<file path="config.mk">
export PLATFORM = sky130hd
export DESIGN_NAME = regfile_write_arbiter_flat
export DESIGN_NICKNAME = d
export VERILOG_FILES = /design/src/rtl/regfile_pkg.sv /design/src/rtl/regfile_write_arbiter_if.sv /design/src/rtl/regfile_wr_skid.sv /design/src/rtl/regfile_write_arbiter.sv /design/src/flat_wrapper.sv
export SDC_FILE = /design/constraint.sdc
export NUM_CORES = 1
export LEC_CHECK = 0
export ABC_AREA = 0
export CAP_MARGIN = 20
export CELL_PAD_IN_SITES_DETAIL_PLACEMENT = 1
export CELL_PAD_IN_SITES_GLOBAL_PLACEMENT = 2
export CORE_MARGIN = 2
export CORE_UTILIZATION = 32
export CTS_BUF_LIST = sky130_fd_sc_hd__clkbuf_2 sky130_fd_sc_hd__clkbuf_4 sky130_fd_sc_hd__clkbuf_8
export DETAILED_ROUTE_END_ITERATION = 10
export HOLD_SLACK_MARGIN = 0.02
export PLACE_DENSITY = 0.9
export SLEW_MARGIN = 20
export SYNTH_ARGS = -nofsm -noshare
export SYNTH_HDL_FRONTEND = slang
export SYNTH_HIERARCHICAL = 1
export SYNTH_SLANG_ARGS = --single-unit
</file>
<file path="constraint.sdc">
create_clock -name clk -period 2.5 [get_ports clk]
set_input_delay 0.375 -clock clk [delete_from_list [all_inputs] [get_ports clk]]
set_output_delay 0.375 -clock clk [all_outputs]
set_load 0.03 [all_outputs]
</file>
<file path="src/rtl/regfile_pkg.sv">
// Shared constants and types for the register-file write arbiter.
package regfile_pkg;

    localparam int DATA_W = 32;
    localparam int ADDR_W = 5;
    localparam int NREGS  = 2 ** ADDR_W;

    typedef enum logic { INIT, RUN } state_e;

    typedef enum logic [1:0] { G_NONE, G_PIPE, G_MDU } grant_e;

    // One pending register write: destination index plus data.
    typedef struct packed {
        logic [ADDR_W-1:0] rd;
        logic [DATA_W-1:0] data;
    } wr_req_t;

    // A write is real unless it targets r0 while r0 is hard-wired to zero.
    function automatic logic wr_allowed(input logic [ADDR_W-1:0] rd, input bit zero_r0);
        return (rd != '0) || !zero_r0;
    endfunction

endpackage

</file>
<file path="src/rtl/regfile_write_arbiter_if.sv">
// Writeback sources, MDU handshake and regfile write-port signals.
interface regfile_write_arbiter_if;
    import regfile_pkg::*;

    logic              pipe_we;
    logic [ADDR_W-1:0] pipe_reg;
    logic [DATA_W-1:0] pipe_data;
    logic              mdu_valid;
    logic              mdu_ready;
    logic [ADDR_W-1:0] mdu_reg;
    logic [DATA_W-1:0] mdu_data;
    logic              pipe_stall;
    logic              init_busy;
    logic              err_proto;
    logic              RegWrite;
    logic [ADDR_W-1:0] writeReg;
    logic [DATA_W-1:0] writeData;

    // Driver side: pipeline WB stage, MDU and an observer of the regfile port.
    modport master (
        output pipe_we, pipe_reg, pipe_data, mdu_valid, mdu_reg, mdu_data,
        input  mdu_ready, pipe_stall, init_busy, err_proto,
               RegWrite, writeReg, writeData
    );

    // Arbiter side.
    modport slave (
        input  pipe_we, pipe_reg, pipe_data, mdu_valid, mdu_reg, mdu_data,
        output mdu_ready, pipe_stall, init_busy, err_proto,
               RegWrite, writeReg, writeData
    );

endinterface

</file>
<file path="src/rtl/regfile_wr_skid.sv">
// One-entry buffer for MDU results, with an age counter that raises
// pipe_stall when a buffered result has been passed over too long.
module regfile_wr_skid
    import regfile_pkg::*;
#(
    parameter int MAX_WAIT = 4,
    parameter bit ZERO_R0  = 1'b1
) (
    input  logic    clk,
    input  logic    rst_n,
    input  logic    run,
    input  logic    mdu_valid,
    input  wr_req_t mdu_req,
    output logic    mdu_ready,
    input  logic    drain,
    output logic    buf_valid,
    output wr_req_t buf_req,
    output logic    pipe_stall
);

    localparam int WAIT_W = (MAX_WAIT > 1) ? $clog2(MAX_WAIT) : 1;
    localparam logic [WAIT_W-1:0] WAIT_LAST = WAIT_W'(MAX_WAIT - 1);

    logic [WAIT_W-1:0] wait_cnt;
    logic              load;

    // Only accept while running and empty, so accept and drain never coincide.
    assign mdu_ready = run & ~buf_valid;
    // Results aimed at r0 are handshaken but never stored.
    assign load = mdu_valid & mdu_ready & wr_allowed(mdu_req.rd, ZERO_R0);

    // Buffer fill/drain and aging; the counter parks at its last value while stalled.
    always_ff @(posedge clk or negedge rst_n) begin
        if (!rst_n) begin
            buf_valid  <= 1'b0;
            buf_req    <= '0;
            wait_cnt   <= '0;
            pipe_stall <= 1'b0;
        end else if (drain) begin
            buf_valid  <= 1'b0;
            wait_cnt   <= '0;
            pipe_stall <= 1'b0;
        end else if (load) begin
            buf_valid <= 1'b1;
            buf_req   <= mdu_req;
            wait_cnt  <= '0;
        end else if (buf_valid) begin
            if (wait_cnt == WAIT_LAST) pipe_stall <= 1'b1;
            else                       wait_cnt   <= wait_cnt + 1'b1;
        end
    end

endmodule

</file>
<file path="src/rtl/regfile_write_arbiter.sv">
// Owner of the regfile write port: clears all registers after reset, then
// merges WB-stage writes (priority) with buffered MDU results.
module regfile_write_arbiter
    import regfile_pkg::*;
#(
    parameter int MAX_WAIT = 4,
    parameter bit ZERO_R0  = 1'b1
) (
    input  logic                   clk,
    input  logic                   rst_n,
    regfile_write_arbiter_if.slave bus
);

    state_e            state;
    logic [ADDR_W-1:0] cnt;
    grant_e            grant;
    wr_req_t           mdu_req;
    wr_req_t           buf_req;
    logic              buf_valid;
    logic              drain;
    logic              run;

    assign run     = (state == RUN);
    assign mdu_req = '{rd: bus.mdu_reg, data: bus.mdu_data};
    assign drain   = (grant == G_MDU);

    regfile_wr_skid #(
        .MAX_WAIT (MAX_WAIT),
        .ZERO_R0  (ZERO_R0)
    ) u_skid (
        .clk        (clk),
        .rst_n      (rst_n),
        .run        (run),
        .mdu_valid  (bus.mdu_valid),
        .mdu_req    (mdu_req),
        .mdu_ready  (bus.mdu_ready),
        .drain      (drain),
        .buf_valid  (buf_valid),
        .buf_req    (buf_req),
        .pipe_stall (bus.pipe_stall)
    );

    // Pipe beats the buffer; a pipe write to r0 is not a grant and lets the buffer drain.
    always_comb begin
        grant = G_NONE;
        if (run) begin
            if (bus.pipe_we && wr_allowed(bus.pipe_reg, ZERO_R0)) grant = G_PIPE;
            else if (buf_valid)                                   grant = G_MDU;
        end
    end

    // INIT sweep, RUN output mux and sticky protocol error, all registered.
    always_ff @(posedge clk or negedge rst_n) begin
        if (!rst_n) begin
            state         <= INIT;
            cnt           <= '0;
            bus.init_busy <= 1'b1;
            bus.err_proto <= 1'b0;
            bus.RegWrite  <= 1'b0;
            bus.writeReg  <= '0;
            bus.writeData <= '0;
        end else begin
            if (bus.pipe_we && (bus.pipe_stall || bus.init_busy))
                bus.err_proto <= 1'b1;
            case (state)
                INIT: begin
                    bus.RegWrite  <= 1'b1;
                    bus.writeReg  <= cnt;
                    bus.writeData <= '0;
                    cnt           <= cnt + 1'b1;
                    if (cnt == ADDR_W'(NREGS - 1)) begin
                        state         <= RUN;
                        bus.init_busy <= 1'b0;
                    end
                end
                RUN: begin
                    case (grant)
                        G_PIPE: begin
                            bus.RegWrite  <= 1'b1;
                            bus.writeReg  <= bus.pipe_reg;
                            bus.writeData <= bus.pipe_data;
                        end
                        G_MDU: begin
                            bus.RegWrite  <= 1'b1;
                            bus.writeReg  <= buf_req.rd;
                            bus.writeData <= buf_req.data;
                        end
                        default: bus.RegWrite <= 1'b0;
                    endcase
                end
                default: state <= INIT;
            endcase
        end
    end

endmodule

</file>
<file path="src/flat_wrapper.sv">
// flat-port wrapper written by rule: the top's interface ports become plain ports
module regfile_write_arbiter_flat import regfile_pkg::*;
#(
    parameter int MAX_WAIT = 4,
    parameter bit ZERO_R0  = 1'b1
)
  (clk, rst_n, bus_pipe_we, bus_pipe_reg, bus_pipe_data, bus_mdu_valid, bus_mdu_reg, bus_mdu_data, bus_mdu_ready, bus_pipe_stall, bus_init_busy, bus_err_proto, bus_RegWrite, bus_writeReg, bus_writeData);
  regfile_write_arbiter_if bus_i ();
  input  logic clk;
  input  logic rst_n;
  input wire logic [$bits(bus_i.pipe_we)-1:0] bus_pipe_we;
  input wire logic [$bits(bus_i.pipe_reg)-1:0] bus_pipe_reg;
  input wire logic [$bits(bus_i.pipe_data)-1:0] bus_pipe_data;
  input wire logic [$bits(bus_i.mdu_valid)-1:0] bus_mdu_valid;
  input wire logic [$bits(bus_i.mdu_reg)-1:0] bus_mdu_reg;
  input wire logic [$bits(bus_i.mdu_data)-1:0] bus_mdu_data;
  output wire logic [$bits(bus_i.mdu_ready)-1:0] bus_mdu_ready;
  output wire logic [$bits(bus_i.pipe_stall)-1:0] bus_pipe_stall;
  output wire logic [$bits(bus_i.init_busy)-1:0] bus_init_busy;
  output wire logic [$bits(bus_i.err_proto)-1:0] bus_err_proto;
  output wire logic [$bits(bus_i.RegWrite)-1:0] bus_RegWrite;
  output wire logic [$bits(bus_i.writeReg)-1:0] bus_writeReg;
  output wire logic [$bits(bus_i.writeData)-1:0] bus_writeData;
  assign bus_i.pipe_we = bus_pipe_we;
  assign bus_i.pipe_reg = bus_pipe_reg;
  assign bus_i.pipe_data = bus_pipe_data;
  assign bus_i.mdu_valid = bus_mdu_valid;
  assign bus_i.mdu_reg = bus_mdu_reg;
  assign bus_i.mdu_data = bus_mdu_data;
  assign bus_mdu_ready = bus_i.mdu_ready;
  assign bus_pipe_stall = bus_i.pipe_stall;
  assign bus_init_busy = bus_i.init_busy;
  assign bus_err_proto = bus_i.err_proto;
  assign bus_RegWrite = bus_i.RegWrite;
  assign bus_writeReg = bus_i.writeReg;
  assign bus_writeData = bus_i.writeData;
  regfile_write_arbiter #(.MAX_WAIT(MAX_WAIT), .ZERO_R0(ZERO_R0)) u_core (.clk(clk), .rst_n(rst_n), .bus(bus_i));
endmodule
</file>
==> out/summary.txt <==
# rows: 40
CP Buf/Inv Count: 1
Crit-path cells: nor2b_1, clkdlybuf4s50_1
Critical path launch point type: flip-flop
H-tree lvl count: 3
Post-DP HPWL: 7.40 mm
# setup viols final: 0
Part of the Yosys area used for sequential elements: 0.544
Vias: 2868
Pleak: 0.00234 uW
Clock Latency Late Sink: 0.35 ns
Hold-fix buffer count after cts: 1
Reg2reg setup slack: 0.46 ns
MaxCap Viol Count: 0
Top cells by area, synth: dfrtp_1 (54%), mux2_2 (10%), mux2i_1 (9.5%)
Initial antenna violation count: 0
Combinational group share of total power: 0.448
Port Buffers: 119
Ant diodes: 0
Crit Path Category: flip-flop to primary output
Nets: 513
Pin count of the biggest net entering global routing: 47
Syn Nets: 384
Top FF cell, synth: dfrtp_1
Crit. Startpoint: u_core/run
Post-CTS resize count: 0
Final min period: 2.26 ns
Final Power: 6250 uW
Antenna Nets Post-Route: 0
Share of the synthesized area in the top cell type: 0.538
Fin area: 5680 sq um
Peak Freq: 0.442 GHz
Worst-Margin Slew: 0.618 ns
Post-synth EDFFs: 0
Fin Clk Skew: 0.0109 ns
DRT Wirelength: 10.1 mm
Yosys cell types: 37
Area of the multi-input gates: 1660 sq um
Synthesized instance count: 301
Top cells by count, synth: dfrtp_1 (86), mux2i_1 (38), mux2_2 (37)
Final Instance Count excl. Fillers: 603
WL/cell: 16.8 um
CTS clk-pin slew, worst paths: 0.09 ns
Filler cells: 1312
Top cell type by total area after synthesis: dfrtp_1
FF+latch count, synth: 87
Drt pass-1 iters: 4
Top-count cell post-synth: dfrtp_1
Hold Path Class: flip-flop to flip-flop
Sequential share of power: 0.385
Storage cell area: 2180 sq um
Post-placement cell count: 586
VDD IR max: 482 uV
Yosys warns: 6
Height of the die: 116 um
Netlist Area Pre-Place: 4000 sq um
Worst-path fanout max: 7
Reg2reg start: u_core/run
Clock tree from TritonCTS: built
RSZ-0062 raised after global routing: no
Stages on worst setup path: 2
Number of remaining DRC errors: 0
Layout cells sized above 1: 0.177
Power Density: 1100 nW/um^2
Slew HR: 0.587
Die width: 116 um
Post-CTS Setup Inserts: 0
Part of the cycle the worst path needs: 0.904
Global-route wire length before repair: 16.3 mm
FFs w/ async S/R, synth: 1.00
Initial Util: 0.330
Setup crit end: bus_mdu_ready
Psw: 2250 uW
All-Layer GR Usage: 0.158
Critical-path top delay cell: clkdlybuf4s50_1
Routability-driven placement congestion ratio: 0.733
Layout area overhead: 41.8%
Layout Utilization: 0.469
First-iteration detailed-routing DRC count: 55
IO Count: 120
Clock share of power: 0.167
Endpoint class of the critical path: primary output
Vias in the first global route: 3247
Worst flop-to-flop path endpoint: u_core/u_skid/buf_req[30]
GR Overflow Total: 0
CTS buffer count: 9
Worst reg2reg path depth: 7
Arr. time, crit path: 1.89 ns
Status: complete, no violations
Core area: 12100 sq um
Max-slew violations: 0
Internal power: 4000 uW
Cell Area, Placed: 5450 sq um
Worst path required time: 2.12 ns
CTS Buffer Depth: 2
Clock net sink count: 87
Delay-heaviest family, CP: buffers and inverters
Syn_area_per_cell: 13.3 sq um
Die area: 13400 sq um
Crit path largest cell delay: 0.74 ns
WHS: 0.498 ns
Hold Fails Final Rpt: 0
Sw frac: 0.360
Clock root cell: clkbuf_8
Vias per cell: 4.76
[sequential cells by signal (all words and copies together), names as in the netlist, 2 cells and up]
name and count:
u_core/u_skid/buf_req 37, u_core/bus.writeData 32, u_core/bus.writeReg 5, u_core/cnt 5, u_core/u_skid/wait_cnt 2
[stage by stage]
stage | worst slack, ns | TNS [ns]
floorplan | 0.351 | 0
global placement | -0.0638 | -1.79
detailed placement | -0.124 | -3.79
CTS | 0.195 | 0
global route | 0.111 | 0
finish | 0.239 | 0
[layout make-up]
| cell class | instances | area share |
|---|---|---|
| Timing Repair Buffer | 137 | 0.247 |
| Sequential cell | 87 | 0.384 |
| Tap cell | 168 | 0.0370 |
| Clock buffer | 12 | 0.0291 |
| Multi-Input combinational cell | 192 | 0.292 |
| Inverter | 3 | 0.00198 |
| Clock inverter | 4 | 0.00926 |
[per-layer routing]
| metal | track usage | vias up | wire length, um |
|---|---|---|---|
| li1 | - | 1344 | - |
| met1 | 0.201 | 1446 | 4530 |
| met2 | 0.271 | 76 | 5120 |
| met3 | 0.0361 | 2 | 423 |
| met4 | 0.0429 | 0 | 31 |
| met5 | 0 | - | 0 |
[power groups by stage]
stage | sequential (uW) | clock, uW | combinational [uW]
2_1_floorplan | 2990 | 0 | 1110
3_3_place_gp | 2410 | 0 | 2740
3_5_place_dp | 2440 | 0 | 2830
4_1_cts | 2420 | 1090 | 2840
5_1_grt | 2500 | 1150 | 3000
6_report | 2410 | 1040 | 2800
[logic make-up (layout without fill, tap and decap cells)]
logic type,Yosys count,after routing,share of synthesized area
flip-flops,87,87,0.544
multiplexers,77,77,0.205
buffers and inverters,22,156,0.0422
AND/OR/NAND/NOR,59,59,0.0919
XOR/XNOR,4,4,0.00875
adder cells (fa/ha/maj),5,5,0.0156
AO/OA/AOI/OAI,47,47,0.0925
[how the worst min path moves through the flow]
stage / from / endpoint / depth (start not counted)
detailed placement: rst_n / u_core/u_skid/buf_req[3] / 1
global route: u_core/bus.err_proto / u_core/bus.err_proto / 1
CTS: u_core/u_skid/buf_req[13] / u_core/u_skid/buf_req[13] / 1
global placement: rst_n / u_core/u_skid/buf_req[6] / 1
floorplan: rst_n / u_core/bus.RegWrite / 0
finish: u_core/u_skid/buf_req[13] / u_core/u_skid/buf_req[13] / 1
[cell usage in the layout, fill, tap and decap left out, drive strengths merged, types with 8 or more instances in the layout]
| cell | Yosys | routed |
|---|---|---|
| clkdlybuf4s50 | 0 | 118 |
| a211oi | 32 | 32 |
| nor2b | 34 | 34 |
| mux2 | 39 | 39 |
| mux2i | 38 | 38 |
| clkbuf | 5 | 12 |
| nand2b | 8 | 8 |
| buf | 14 | 18 |
| dfrtp | 86 | 86 |
Power figures use the tool's default switching activity.
